$ cat src/rtl/fuzz_lane_pipe_pkg.sv
// Shared types and helpers for the fuzz lane pipeline.
// FUZZ_SIG_EN (defined elsewhere) enables the output signature that uses fold32.
package fuzz_pkg;

  typedef enum logic [1:0] {
    MODE_PASS = 2'd0,
    MODE_XOR  = 2'd1,
    MODE_SUB  = 2'd2,
    MODE_ROT  = 2'd3
  } mode_e;

  localparam logic [31:0] SIG_RESET = 32'hFFFF_FFFF;

  // Widest out_data the fold accepts; callers zero-extend, which gives the padding.
  localparam int FOLD_MAX = 1024;

  function automatic logic [31:0] fold32(input logic [FOLD_MAX-1:0] v);
    logic [31:0] acc;
    acc = '0;
    for (int c = 0; c < FOLD_MAX / 32; c++) acc ^= v[c*32 +: 32];
    return acc;
  endfunction

endpackage

$ cat src/rtl/fuzz_lane_pipe_if.sv
// Valid/ready bus of the fuzz lane pipeline; master drives beats in, slave is the pipe.
interface fuzz_lane_pipe_if #(
  parameter int W     = 21,
  parameter int LANES = 4
);
  logic                 in_valid;
  logic                 in_ready;
  logic [LANES*W-1:0]   in_data;
  logic [1:0]           in_mode;
  logic                 out_valid;
  logic                 out_ready;
  logic [LANES*W-1:0]   out_data;
  logic [LANES-1:0]     out_flag;
  logic [31:0]          sig;
  logic                 busy;

  modport master (
    output in_valid, in_data, in_mode, out_ready,
    input  in_ready, out_valid, out_data, out_flag, sig, busy
  );

  modport slave (
    input  in_valid, in_data, in_mode, out_ready,
    output in_ready, out_valid, out_data, out_flag, sig, busy
  );
endinterface

$ cat src/rtl/fuzz_lane_pipe_mix.sv
// Combinational stage-0 mix for one lane: a is this lane, b is the next lane around.
module fuzz_mix_lane
  import fuzz_pkg::*;
#(
  parameter int         W    = 21,
  parameter logic [7:0] SEED = 8'hA6
) (
  input  logic [W-1:0] a,
  input  logic [W-1:0] b,
  input  mode_e        mode,
  output logic [W-1:0] r,
  output logic         flag
);
  localparam logic [W-1:0] SEED_W = W'(SEED);

  always_comb begin
    r = a;
    unique case (mode)
      MODE_PASS: r = a;
      MODE_XOR:  r = a ^ b;
      MODE_SUB:  r = ($signed(a) > $signed(b)) ? a - b : b;
      MODE_ROT:  r = (~&a) ? {a[W-2:0], a[W-1]} : a ^ SEED_W;
    endcase
    flag = ~^r;
  end
endmodule

$ cat src/rtl/fuzz_lane_pipe.sv
// Multi-lane mixing datapath: stage 0 mixes, later stages only register, valid/ready throughout.
// Define FUZZ_SIG_EN to build the running output signature; otherwise sig is tied to zero.
module fuzz_lane_pipe
  import fuzz_pkg::*;
#(
  parameter int         W     = 21,
  parameter int         LANES = 4,
  parameter int         DEPTH = 3,
  parameter logic [7:0] SEED  = 8'hA6
) (
  input  logic           clk,
  input  logic           rst_n,
  fuzz_lane_pipe_if.slave bus
);
  localparam int DW = LANES * W;

  logic [LANES-1:0][W-1:0] lane_in;
  logic [LANES-1:0][W-1:0] lane_mix;
  logic [LANES-1:0]        lane_flag;
  mode_e                   mode;

  assign lane_in = bus.in_data;
  assign mode    = mode_e'(bus.in_mode);

  for (genvar i = 0; i < LANES; i++) begin : g_lane
    fuzz_mix_lane #(.W(W), .SEED(SEED)) u_mix (
      .a    (lane_in[i]),
      .b    (lane_in[(i+1) % LANES]),
      .mode (mode),
      .r    (lane_mix[i]),
      .flag (lane_flag[i])
    );
  end

  logic [DEPTH-1:0]                vld_pipe;
  logic [DEPTH:0]                  rdy;
  logic [DEPTH-1:0][DW-1:0]        dat;
  logic [DEPTH-1:0][LANES-1:0]     flg;

  assign rdy[DEPTH] = bus.out_ready;

  for (genvar k = 0; k < DEPTH; k++) begin : g_stage
    logic             src_v;
    logic [DW-1:0]    src_d;
    logic [LANES-1:0] src_f;
    logic             v;
    logic [DW-1:0]    d;
    logic [LANES-1:0] f;

    if (k == 0) begin : g_head
      assign src_v = bus.in_valid;
      assign src_d = lane_mix;
      assign src_f = lane_flag;
    end else begin : g_body
      assign src_v = vld_pipe[k-1];
      assign src_d = dat[k-1];
      assign src_f = flg[k-1];
    end

    // A stage is free when empty or when its content leaves this cycle, so bubbles collapse.
    assign rdy[k] = ~v | rdy[k+1];

    always_ff @(posedge clk or negedge rst_n) begin
      if (!rst_n) begin
        v <= 1'b0;
        d <= '0;
        f <= '0;
      end else if (rdy[k]) begin
        v <= src_v;
        if (src_v) begin
          d <= src_d;
          f <= src_f;
        end
      end
    end

    assign vld_pipe[k] = v;
    assign dat[k]      = d;
    assign flg[k]      = f;
  end

  assign bus.in_ready  = rdy[0];
  assign bus.out_valid = vld_pipe[DEPTH-1];
  assign bus.out_data  = dat[DEPTH-1];
  assign bus.out_flag  = flg[DEPTH-1];
  assign bus.busy      = |vld_pipe;

`ifdef FUZZ_SIG_EN
  logic [31:0] sig_q;

  always_ff @(posedge clk or negedge rst_n) begin
    if (!rst_n)
      sig_q <= SIG_RESET;
    else if (vld_pipe[DEPTH-1] && bus.out_ready)
      sig_q <= {sig_q[30:0], sig_q[31]} ^ fold32(FOLD_MAX'(dat[DEPTH-1]));
  end

  assign bus.sig = sig_q;
`else
  assign bus.sig = '0;
`endif

endmodule

$ cat src/flat_wrapper.sv
// flat-port wrapper written by rule: the top's interface ports become plain ports
module fuzz_lane_pipe_flat import fuzz_pkg::*;
#(
  parameter int         W     = 21,
  parameter int         LANES = 4,
  parameter int         DEPTH = 3,
  parameter logic [7:0] SEED  = 8'hA6
)
  (clk, rst_n, bus_in_valid, bus_in_data, bus_in_mode, bus_out_ready, bus_in_ready, bus_out_valid, bus_out_data, bus_out_flag, bus_sig, bus_busy);
  fuzz_lane_pipe_if #(.W(W), .LANES(LANES)) bus_i ();
  input  logic clk;
  input  logic rst_n;
  input wire logic [$bits(bus_i.in_valid)-1:0] bus_in_valid;
  input wire logic [$bits(bus_i.in_data)-1:0] bus_in_data;
  input wire logic [$bits(bus_i.in_mode)-1:0] bus_in_mode;
  input wire logic [$bits(bus_i.out_ready)-1:0] bus_out_ready;
  output wire logic [$bits(bus_i.in_ready)-1:0] bus_in_ready;
  output wire logic [$bits(bus_i.out_valid)-1:0] bus_out_valid;
  output wire logic [$bits(bus_i.out_data)-1:0] bus_out_data;
  output wire logic [$bits(bus_i.out_flag)-1:0] bus_out_flag;
  output wire logic [$bits(bus_i.sig)-1:0] bus_sig;
  output wire logic [$bits(bus_i.busy)-1:0] bus_busy;
  assign bus_i.in_valid = bus_in_valid;
  assign bus_i.in_data = bus_in_data;
  assign bus_i.in_mode = bus_in_mode;
  assign bus_i.out_ready = bus_out_ready;
  assign bus_in_ready = bus_i.in_ready;
  assign bus_out_valid = bus_i.out_valid;
  assign bus_out_data = bus_i.out_data;
  assign bus_out_flag = bus_i.out_flag;
  assign bus_sig = bus_i.sig;
  assign bus_busy = bus_i.busy;
  fuzz_lane_pipe #(.W(W), .LANES(LANES), .DEPTH(DEPTH), .SEED(SEED)) u_core (.clk(clk), .rst_n(rst_n), .bus(bus_i));
endmodule
$ cat config.mk
export PLATFORM = sky130hd
export DESIGN_NAME = fuzz_lane_pipe_flat
export DESIGN_NICKNAME = d
export VERILOG_FILES = /design/src/rtl/fuzz_lane_pipe_pkg.sv /design/src/rtl/fuzz_lane_pipe_if.sv /design/src/rtl/fuzz_lane_pipe_mix.sv /design/src/rtl/fuzz_lane_pipe.sv /design/src/flat_wrapper.sv
export SDC_FILE = /design/constraint.sdc
export NUM_CORES = 1
export LEC_CHECK = 0
export BUFFER_PORTS_ARGS = -buffer_cell sky130_fd_sc_hd__buf_2
export CAP_MARGIN = 15
export CORE_ASPECT_RATIO = 0.75
export CORE_MARGIN = 2
export CORE_UTILIZATION = 40
export DETAILED_ROUTE_END_ITERATION = 6
export RECOVER_POWER = 50
export SLEW_MARGIN = 20
export SYNTH_ARGS = -nofsm -noshare
export SYNTH_HDL_FRONTEND = slang
export SYNTH_SLANG_ARGS = --single-unit
$ cat constraint.sdc
create_clock -name clk -period 4.95 [get_ports clk]
set_input_delay 0.495 -clock clk [delete_from_list [all_inputs] [get_ports clk]]
set_output_delay 0.495 -clock clk [all_outputs]
set_load 0.005 [all_outputs]
==> impl_metrics.ini, run 1 <==
[clock_tree]
insertion_delay_ns = 0.58
path_clk_slew_ns = 0.06
ctsHtreeMaxLevel = 1
cts_sinks = 267
root_buffer = clkbuf_16
cts_resized = 0
cts_made_buffers = 29
postCtsHoldBufs = 0
clk_path_buf_depth = 3
cts_tree = yes
post-cts-setup-buffer-count = 0

[worst_hold_path]
hold_class = in -> reg
holdPathStages = 2

[sta]
setup_viol = 0
max_clock_freq_ghz = 0.231
tns_ns = 0
finalCritPeriodShare_pct = 87.5
hold_ws_ns = 0.164
slew_headroom_pct = -107
fin_worst_skew_ns = 0.0164
period_needed_ns = 4.33
slew_violations = 128
tightest_slew_ns = 3.11
rsz0062_at_grt = no
final_hold_viol_count = 0

[worst_setup_path]
end_kind = register
worstSetupPathType = in -> reg
r2r_setup_slack_ns = 2.67
cp_max_fo = 14
reg2reg_to = u_core.g_stage[0].d[76]$_DFFE_PN0P_
r2r_cells = 5
required_ns = 5.41
crit_path_end = u_core.g_stage[0].f[3]$_DFFE_PN0P_
timing.rr.start = u_core.bus.out_valid$_DFFE_PN0P_
start_kind = input port
critPathArrivalTime_ns = 4.79
critPathLaunch = bus_in_data[17]

[synth]
synth_top_family_by_area = multiplexers
synth_area_per_cell_sq_um = 9.64
synth_mux_area_share_pct = 17.7
ys_seq_area_share_pct = 36.1
synth_edf_count = 0
synth_fa_ha_area_share_pct = 6.11
syn-cell-area_sq_um = 18500
synthCells = 1921
synthFlopType = dfrtp_1
synthSimpleGateAreaFrac_pct = 9.41
synth_compound_gate_area_share_pct = 17.5
ys_async_sr_fraction_pct = 100
synth_cell_types = 77
synth_seq_cells = 267
yosysWarnings = 0
synth_xor_area_share_pct = 7.19

[floorplanning]
core.rowCount = 68
fp.dieH_microns = 190
io_pins = 213
initial_utilization_pct = 40.4
coreArea_sq_um = 45900
die_w_microns = 252
die-area_sq_um = 48000

[detailed_routing]
drt_iter0_drc = 1807
routed_wl_microns = 64400
vias = 16100
dr.pass1.iters = 7
antenna_left = 0
wire_per_inst_microns = 23.2
route.detailed.drc = 0
viasPerCell = 5.81

[power_and_ir_drop]
pwr-share-seq_pct = 37.3
internal_power_mw = 6.04
swShare_pct = 32.7
irDropWorstVdd_v = 0.000234
p_leak_nw = 9.75
pwr-share-comb_pct = 36.6
pwr-share-clk_pct = 26.1
p_switching_mw = 2.94
power_density_nw_per_um2 = 416

[global_routing]
overflow = 0
grt_max_degree = 128
grt_pass1_wl_microns = 96500
antenna_found_initial = 2
first_global_vias = 15400
gr-usage-all-layers_pct = 26.5

[final_layout]
nets = 2328
fin_util_pct = 47.1
area_growth_pct = 16.6
layoutNonFillerInstCount = 2771
layout-drive-gt1-share_pct = 27.3

[run_status]
violations = capacitance limit, slew limit
outcome = finished with violations

[placed_design]
place_congestion = 1.00
numPortBuffers = 180
dp_hpwl_microns = 50800
placed_cells = 2714

[job]
drv_cap = 1
==> worst max-delay path, stage by stage <==
cell and delay [ns]:
buf_2 0.18, inv_1 0.08, ha_1 0.38, and4_1 0.26, nand4_1 0.16, a211oi_1 0.11, or4_4 0.57, o21ai_4 0.43
o21ai_0 0.17, a21oi_1 0.36, xnor3_1 0.42, xnor2_1 0.32, xnor2_1 0.17, xnor3_1 0.41, mux2_2 0.26
==> power groups by stage <==
stage	combinational (mW)	sequential (mW)	clock (mW)
global route	3.59	3.45	2.50
detailed placement	3.28	3.39	0
finish	3.29	3.34	2.34
CTS	3.29	3.35	2.41
floorplan	2.15	3.28	0
global placement	3.23	3.36	0
==> placed cells by master (no fill, tap or decap), types with 29 or more instances in the layout <==
cell         n
buf_2      163
nand3_1     30
clkbuf_16   29
nor2_1     112
dfrtp_1    267
xnor2_1     89
o22ai_1     34
mux2i_1     39
inv_1      118
a211oi_1    31
a21oi_1    184
buf_4      116
xor2_1      36
mux2_2     228
o21ai_0    102
ha_1        84
conb_1      32
nand2_1    121
==> stage by stage <==
step / power, mW / instance area (sq um) / setup WS (ns)
after global placement: 6.59 / 20600 / 0.130
after CTS: 9.06 / 21600 / 0.642
after global routing: 9.53 / 21600 / 0.295
final: 8.98 / 21600 / 0.620
after floorplan: 5.42 / 18600 / 0.783
after detailed placement: 6.67 / 20600 / 0.0705
==> synth_stat cells (12+ instances only) <==
library cell	count	area share [%]
dfrtp_1	267	36
mux2_2	228	14
a21oi_1	184	5.0
nand2_1	124	2.5
inv_1	118	2.4
nor2_1	113	2.3
o21ai_0	102	2.8
xnor2_1	89	4.2
ha_1	84	5.7
clkbuf_1	53	1.1
mux2i_1	39	2.1
xor2_1	36	1.7
buf_4	34	1.4
o22ai_1	34	1.1
a211oi_1	31	1.3
nand3_1	30	0.81
buf_1	28	0.57
a21o_1	23	0.93
nand4_1	22	0.74
nor3_1	21	0.57
o211ai_1	16	0.65
a31oi_1	15	0.51
buf_2	14	0.38
mux4_2	14	1.7
nor4_1	14	0.47
o21bai_1	13	0.53
a221oi_1	12	0.57
o21a_1	12	0.49
==> layout make-up <==
cell class | instances | area, sq um
multi-input combinational | 1435 | 10900
tap | 595 | 744
clock buffer | 40 | 817
sequential | 267 | 6680
fill | 4379 | 24300
clock inverter | 13 | 220
timing repair buffer | 299 | 1800
antenna | 4 | 10.0
inverter | 118 | 443
==> flip-flops by register name, summed over array words and instances, names as in the netlist <==
| register | count |
|---|---|
| u_core.bus.out_valid | 1 |
| u_core.g_stage.d | 168 |
| u_core.bus.out_data | 84 |
| u_core.g_stage.v | 2 |
| u_core.bus.out_flag | 4 |
| u_core.g_stage.f | 8 |
==> how the worst min path moves through the flow <==
stage,start,slack [ns],endpoint
5_1_grt,bus_in_valid,0.14,u_core.g_stage[0].v$_DFFE_PN0N_
3_5_place_dp,u_core.g_stage[0].d[9]$_DFFE_PN0P_,0.47,u_core.g_stage[0].d[9]$_DFFE_PN0P_
2_1_floorplan,rst_n,0.20,u_core.bus.out_data[0]$_DFFE_PN0P_
3_3_place_gp,u_core.g_stage[0].d[9]$_DFFE_PN0P_,0.46,u_core.g_stage[0].d[9]$_DFFE_PN0P_
4_1_cts,rst_n,0.06,u_core.bus.out_valid$_DFFE_PN0P_
6_report,bus_in_valid,0.16,u_core.g_stage[0].v$_DFFE_PN0N_
==> routing by layer <==
layer	up-vias	share of wire, %	global-route usage, %
li1	7383	-	-
met1	7891	47	39.8
met2	720	39	36.0
met3	109	11	7.34
met4	0	3.4	8.85
met5	-	0	0
==> logic make-up (layout without fill, tap and decap cells) <==
family / after synthesis / in the layout
adder cells (fa/ha/maj): 88 / 88
XOR/XNOR: 136 / 136
buffers and inverters: 250 / 470
other: 1 / 36
flip-flops: 267 / 267
AO/OA/AOI/OAI: 520 / 520
AND/OR/NAND/NOR: 378 / 378
multiplexers: 281 / 281
Power figures use the tool's default switching activity.
==> inputs of run 2 (changes only) <==
--- a/config.mk
+++ b/config.mk
@@ -7,10 +7,11 @@
 export LEC_CHECK = 0
 export BUFFER_PORTS_ARGS = -buffer_cell sky130_fd_sc_hd__buf_2
 export CAP_MARGIN = 15
-export CORE_ASPECT_RATIO = 0.75
 export CORE_MARGIN = 2
 export CORE_UTILIZATION = 40
+export CTS_BUF_LIST = sky130_fd_sc_hd__clkbuf_4
 export DETAILED_ROUTE_END_ITERATION = 6
+export PLACE_DENSITY = 0.58
 export RECOVER_POWER = 50
 export SLEW_MARGIN = 20
 export SYNTH_ARGS = -nofsm -noshare
==> impl_metrics.ini, run 2 (same netlist as run 1, synthesis figures left out) <==
[clock_tree]
cts_resized = 0
clk_path_buf_depth = 3
cts_sinks = 267
cts_made_buffers = 71
post-cts-setup-buffer-count = 0
root_buffer = clkbuf_4
ctsHtreeMaxLevel = 3
insertion_delay_ns = 0.75
cts_tree = yes
path_clk_slew_ns = 0.07

[sta]
period_needed_ns = 4.22
slew_headroom_pct = -66.2
rsz0062_at_grt = no
hold_ws_ns = 0.167
tns_ns = 0
finalCritPeriodShare_pct = 85.3
setup_viol = 0
slew_violations = 153
final_hold_viol_count = 0
tightest_slew_ns = 2.49
fin_worst_skew_ns = 0.0466
max_clock_freq_ghz = 0.237

[final_layout]
mostFrequentLayoutCells = 267 x dfrtp_1, 228 x mux2_2, 184 x a21oi_1, 169 x buf_2, 122 x nand2_1
layoutNonFillerInstCount = 2813
nets = 2346
mostFrequentLayoutCell = dfrtp_1
top_register = u_core.g_stage.d
seqCellArea_sq_um = 6680
multiInputGateArea_sq_um = 10900
area_growth_pct = 14.7
layout-drive-gt1-share_pct = 28.4
num-fill-cells = 4394
largest_reg_flops = 168

[floorplanning]
die_w_microns = 219
coreArea_sq_um = 45600
io_pins = 213
initial_utilization_pct = 40.6
die-area_sq_um = 48000
core.rowCount = 78
fp.dieH_microns = 219

[power_and_ir_drop]
irDropWorstVdd_v = 0.000230
power_density_nw_per_um2 = 401
p_leak_nw = 9.65

[global_routing]
busiest_layer = met2
gr-usage-all-layers_pct = 27.1
grt_max_degree = 136
antenna_found_initial = 4
first_global_vias = 15800
grt_use_met1_pct = 37.7
overflow = 0
grt_use_met2_pct = 42.2
grt_pass1_wl_microns = 97600
grtUsageMet3_pct = 5.27

[detailed_routing]
viasPerCell = 5.74
routed_wl_microns = 64700
antenna_left = 0
dr.pass1.iters = 5
route.detailed.drc = 0
vias = 16100
wire_per_inst_microns = 23.0
drt_iter0_drc = 1510

[worst_setup_path]
cp_max_fo = 12
end_kind = register
critPathArrivalTime_ns = 4.85
start_kind = input port
required_ns = 5.58
path_cells = buf_2, inv_1, ha_1, and4_1, nand4_1, a211oi_1, or4_4, o21ai_4, buf_4, o21ai_0, a21oi_1, xnor3_1, xnor2_1, xnor2_1, xnor3_1, mux2_2
worstSetupPathType = in -> reg
path_buf_inv = 3
cpMaxStageDelayCell = or4_4
cpLargestDelayFamily = XOR/XNOR gates
slowest_delay_ns = 0.57

[worst_hold_path]
hold_class = in -> reg

[job]
drv_cap = 2

[placed_design]
place_congestion = 0.974
dp_hpwl_microns = 50400
numPortBuffers = 180
placed_cells = 2692

[run_status]
violations = capacitance limit, slew limit
outcome = finished with violations
==> run 2: cell types whose count changed in the layout (fill, tap and decap cells not counted), sizes merged <==
| cell | delta |
|---|---|
| clkbuf | +47 |
| buf | -20 |
| clkinv | +13 |
| bufinv | -3 |
| dlygate4sd3 | +3 |
| diode | -2 |
| inv | -1 |
==> run 2: path summary, 6_finish.rpt <==
check	from	cells after the start	slack [ns]	end
min in group asynchronous	rst_n	2	1.06	u_core.bus.out_valid$_DFFE_PN0P_
worst min register to register	u_core.g_stage[0].d[57]$_DFFE_PN0P_	2	0.48	u_core.g_stage[0].d[57]$_DFFE_PN0P_
worst min-delay path	bus_in_data[39]	3	0.17	u_core.g_stage[0].d[40]$_DFFE_PN0P_
max in group asynchronous	rst_n	3	1.81	u_core.bus.out_data[48]$_DFFE_PN0P_
worst max-delay path	bus_in_data[8]	16	0.73	u_core.g_stage[0].f[3]$_DFFE_PN0P_
worst max register to register	u_core.bus.out_valid$_DFFE_PN0P_	4	1.49	u_core.bus.out_data[73]$_DFFE_PN0P_
==> run 2: repair_timing <==
item | 4_1_cts | 5_1_grt
hold buffers | 3 | 0
endpoints found under the setup margin | 0 | 0
hold endpoints to repair | 95 | 0
==> run 2: cell type report <==
class,count,area share [%]
Clock buffer,94,3.32
Antenna cell,2,0.0236
Sequential cell,267,31.5
Tap cell,600,3.53
Inverter,118,2.09
Timing Repair Buffer,275,7.70
Clock inverter,22,0.754
Multi-Input combinational cell,1435,51.1
==> run 2: per-stage QoR <==
step / power [mW] / setup WS [ns] / cell area, sq um / util (%)
2_1_floorplan: 5.42 / 0.783 / 18600 / -
3_3_place_gp: 6.58 / 0.0443 / 20400 / 44.7
3_5_place_dp: 6.65 / 0.0529 / 20400 / 44.7
4_1_cts: 8.61 / 0.870 / 21300 / 46.7
5_1_grt: 9.09 / 0.563 / 21200 / 46.6
6_report: 8.52 / 0.726 / 21200 / 46.6
==> run 2: tightest hold or removal path, delay by kind of cell <==
family	cells	cell delay [ns]
compound gates	2	0.26
buf+inv	1	0.13
==> run 2: layer usage <==
metal | routed length (microns) | part of all wire, %
met1 | 29200 | 45
met5 | 0 | 0
met3 | 4750 | 7.3
met2 | 28900 | 45
met4 | 1880 | 2.9
==> run 2: power by group <==
part | switching (mW) | total [mW] | internal (mW)
clock | 0.918 | 1.91 | 0.991
sequential | 0.415 | 3.35 | 2.93
combinational | 1.59 | 3.26 | 1.67
total | 2.93 | 8.52 | 5.60
==> inputs of run 3 (changes only) <==
--- a/config.mk
+++ b/config.mk
@@ -5,6 +5,7 @@
 export SDC_FILE = /design/constraint.sdc
 export NUM_CORES = 1
 export LEC_CHECK = 0
+export ABC_AREA = 1
 export BUFFER_PORTS_ARGS = -buffer_cell sky130_fd_sc_hd__buf_2
 export CAP_MARGIN = 15
 export CORE_MARGIN = 2
==> impl_metrics.ini, run 3 <==
[run_status]
outcome = finished with violations
violations = capacitance limit, slew limit

[detailed_routing]
wire_per_inst_microns = 18.4
viasPerCell = 5.15
antenna_left = 0
route.detailed.drc = 0
routed_wl_microns = 75800
drt_iter0_drc = 2115
dr.pass1.iters = 6
vias = 21300

[synth]
yosysWarnings = 0
synth_top_area_cell = dfrtp_1
yosysMostFrequentCell = nand2_1
ys_async_sr_fraction_pct = 100
synthCells = 3217
synth_cell_types = 46
netlist.area_leader.share_pct = 31.1
syn-cell-area_sq_um = 21500
synth_seq_cells = 267
synthFlopType = dfrtp_1
ys_top_cells_by_count = 1,196 x nand2_1, 457 x inv_1, 267 x dfrtp_1, 255 x nand3_1, 162 x nor2_1
synth.area.top_cells = dfrtp_1 31%, nand2_1 21%, inv_1 8.0%
ys_seq_area_share_pct = 31.1
synth_area_per_cell_sq_um = 6.69
synth_edf_count = 0

[sta]
slew_violations = 237
tightest_slew_ns = 2.91
tns_ns = 0
setup_viol = 0
finalCritPeriodShare_pct = 74.3
period_needed_ns = 3.68
slew_headroom_pct = -94.2
hold_ws_ns = 0.126
timing.final.ws_setup_ns = 1.27
rsz0062_at_grt = no
final_hold_viol_count = 0
max_clock_freq_ghz = 0.272
fin_worst_skew_ns = 0.0345

[final_layout]
mostFrequentLayoutCell = nand2_1
num-fill-cells = 5589
final_area_sq_um = 23700
nets = 3571
top_register = u_core.g_stage.d
fin_util_pct = 44.9
layout-drive-gt1-share_pct = 14.4
mostFrequentLayoutCells = 1,195 x nand2_1, 454 x inv_1, 267 x dfrtp_1, 255 x nand3_1, 160 x nor2_1
largest_reg_flops = 168
area_growth_pct = 10.3
layoutNonFillerInstCount = 4129

[placed_design]
numPortBuffers = 180
dpl-instance-area_sq_um = 23000
place_congestion = 0.972
dp_hpwl_microns = 59100
placed_cells = 4018
place_ws_ns = 1.00

[job]
drv_cap = 3

[floorplanning]
coreArea_sq_um = 52900
die-area_sq_um = 55600
io_pins = 213
core.rowCount = 84
initial_utilization_pct = 40.7
die_w_microns = 236
fp.dieH_microns = 236

[worst_hold_path]
hold_class = in -> reg
hp-start = bus_out_ready

[clock_tree]
root_buffer = clkbuf_4
cts_sinks = 267
post-cts-setup-buffer-count = 0
cts_tree = yes
postCtsHoldBufs = 1
ctsHtreeMaxLevel = 2
insertion_delay_ns = 0.68
cts_made_buffers = 60
path_clk_slew_ns = 0.06
clk_path_buf_depth = 3
cts_resized = 0

[worst_setup_path]
path_buf_inv = 1
worstSetupPathType = reg -> reg
critPathLaunch = u_core.bus.out_valid$_DFFE_PN0P_
timing.rr.start = u_core.bus.out_valid$_DFFE_PN0P_
cpMaxStageDelayCell = nand2_1
critPathArrivalTime_ns = 4.21
cpLargestDelayFamily = simple AND/OR/NAND/NOR gates
end_kind = register
required_ns = 5.48
cp_max_fo = 69
start_kind = register
slowest_delay_ns = 2.07
path_cells = nand2_1, nand2_1, buf_4, mux2_2
cp_common_cell = nand2_1

[global_routing]
gr-usage-all-layers_pct = 26.6
antenna_found_initial = 2
grt_pass1_wl_microns = 115000
grt_max_degree = 116
first_global_vias = 18900
overflow = 0

[power_and_ir_drop]
total_power_mw = 8.59
p_leak_nw = 13.2
power_density_nw_per_um2 = 362
irDropWorstVdd_v = 0.000163
## run 3: cell types whose count changed in the layout (fill, tap and decap cells not counted), moves of 59 or more
cell	delta
nand3_1	+225
inv_1	+336
mux2_2	-82
buf_4	-59
nand2_1	+1073
a21oi_1	-74
xnor2_1	-81
## run 3: final timing paths
check	slack, ns	to	depth (start not counted)
max in group asynchronous	1.79	u_core.g_stage[0].d[3]$_DFFE_PN0P_	3
min in group asynchronous	1.25	u_core.bus.out_data[29]$_DFFE_PN0P_	2
setup reg to reg	1.27	u_core.bus.out_data[54]$_DFFE_PN0P_	4
hold reg to reg	0.48	u_core.g_stage[0].d[79]$_DFFE_PN0P_	2
hold / removal	0.13	u_core.bus.out_valid$_DFFE_PN0P_	4
setup / recovery	1.27	u_core.bus.out_data[54]$_DFFE_PN0P_	4
## run 3: tightest hold or removal path: stages
cell and delay (ns):
buf_2 0.07, inv_1 0.03, nand2_1 0.09, nand2_1 0.05
## run 3: routing by layer
| metal | up-vias | wire length [microns] | global-route usage [%] |
|---|---|---|---|
| li1 | 10600 | - | - |
| met1 | 9570 | 36100 | 40.1 |
| met2 | 917 | 29400 | 36.4 |
| met3 | 156 | 6600 | 4.69 |
| met4 | 2 | 3740 | 12.1 |
| met5 | - | 11 | 0 |
## run 3: cell families (layout without fill, tap and decap cells)
logic type / after synthesis / count (layout) / synth area share (%)
muxes: 146 / 146 / 7.64
xor gates and xnor gates: 35 / 35 / 1.43
AOI/OAI and AO/OA: 340 / 340 / 9.32
and+or+nand+nor: 1735 / 1735 / 33.6
other: 1 / 34 / 0.0174
buffers and inverters: 605 / 796 / 11.6
DFF: 267 / 267 / 31.1
adders and majority gates: 88 / 88 / 5.26
## run 3: power by group
| part | switching, mW | internal [mW] |
|---|---|---|
| Clock | 0.808 | 0.918 |
| Sequential | 0.450 | 2.97 |
| Combinational | 2.06 | 1.39 |
| Total | 3.32 | 5.27 |
## run 3: cell type report
type                       count  area [sq um]  area share, %
antenna                        2          5.00         0.0211
tap                          688           861           3.63
clock inverter                13          76.3          0.322
inverter                     472          1770           7.47
timing repair buffer         216          1160           4.89
multi-input combinational   2376         12500           52.5
clock buffer                  95           713           3.01
sequential                   267          6680           28.2
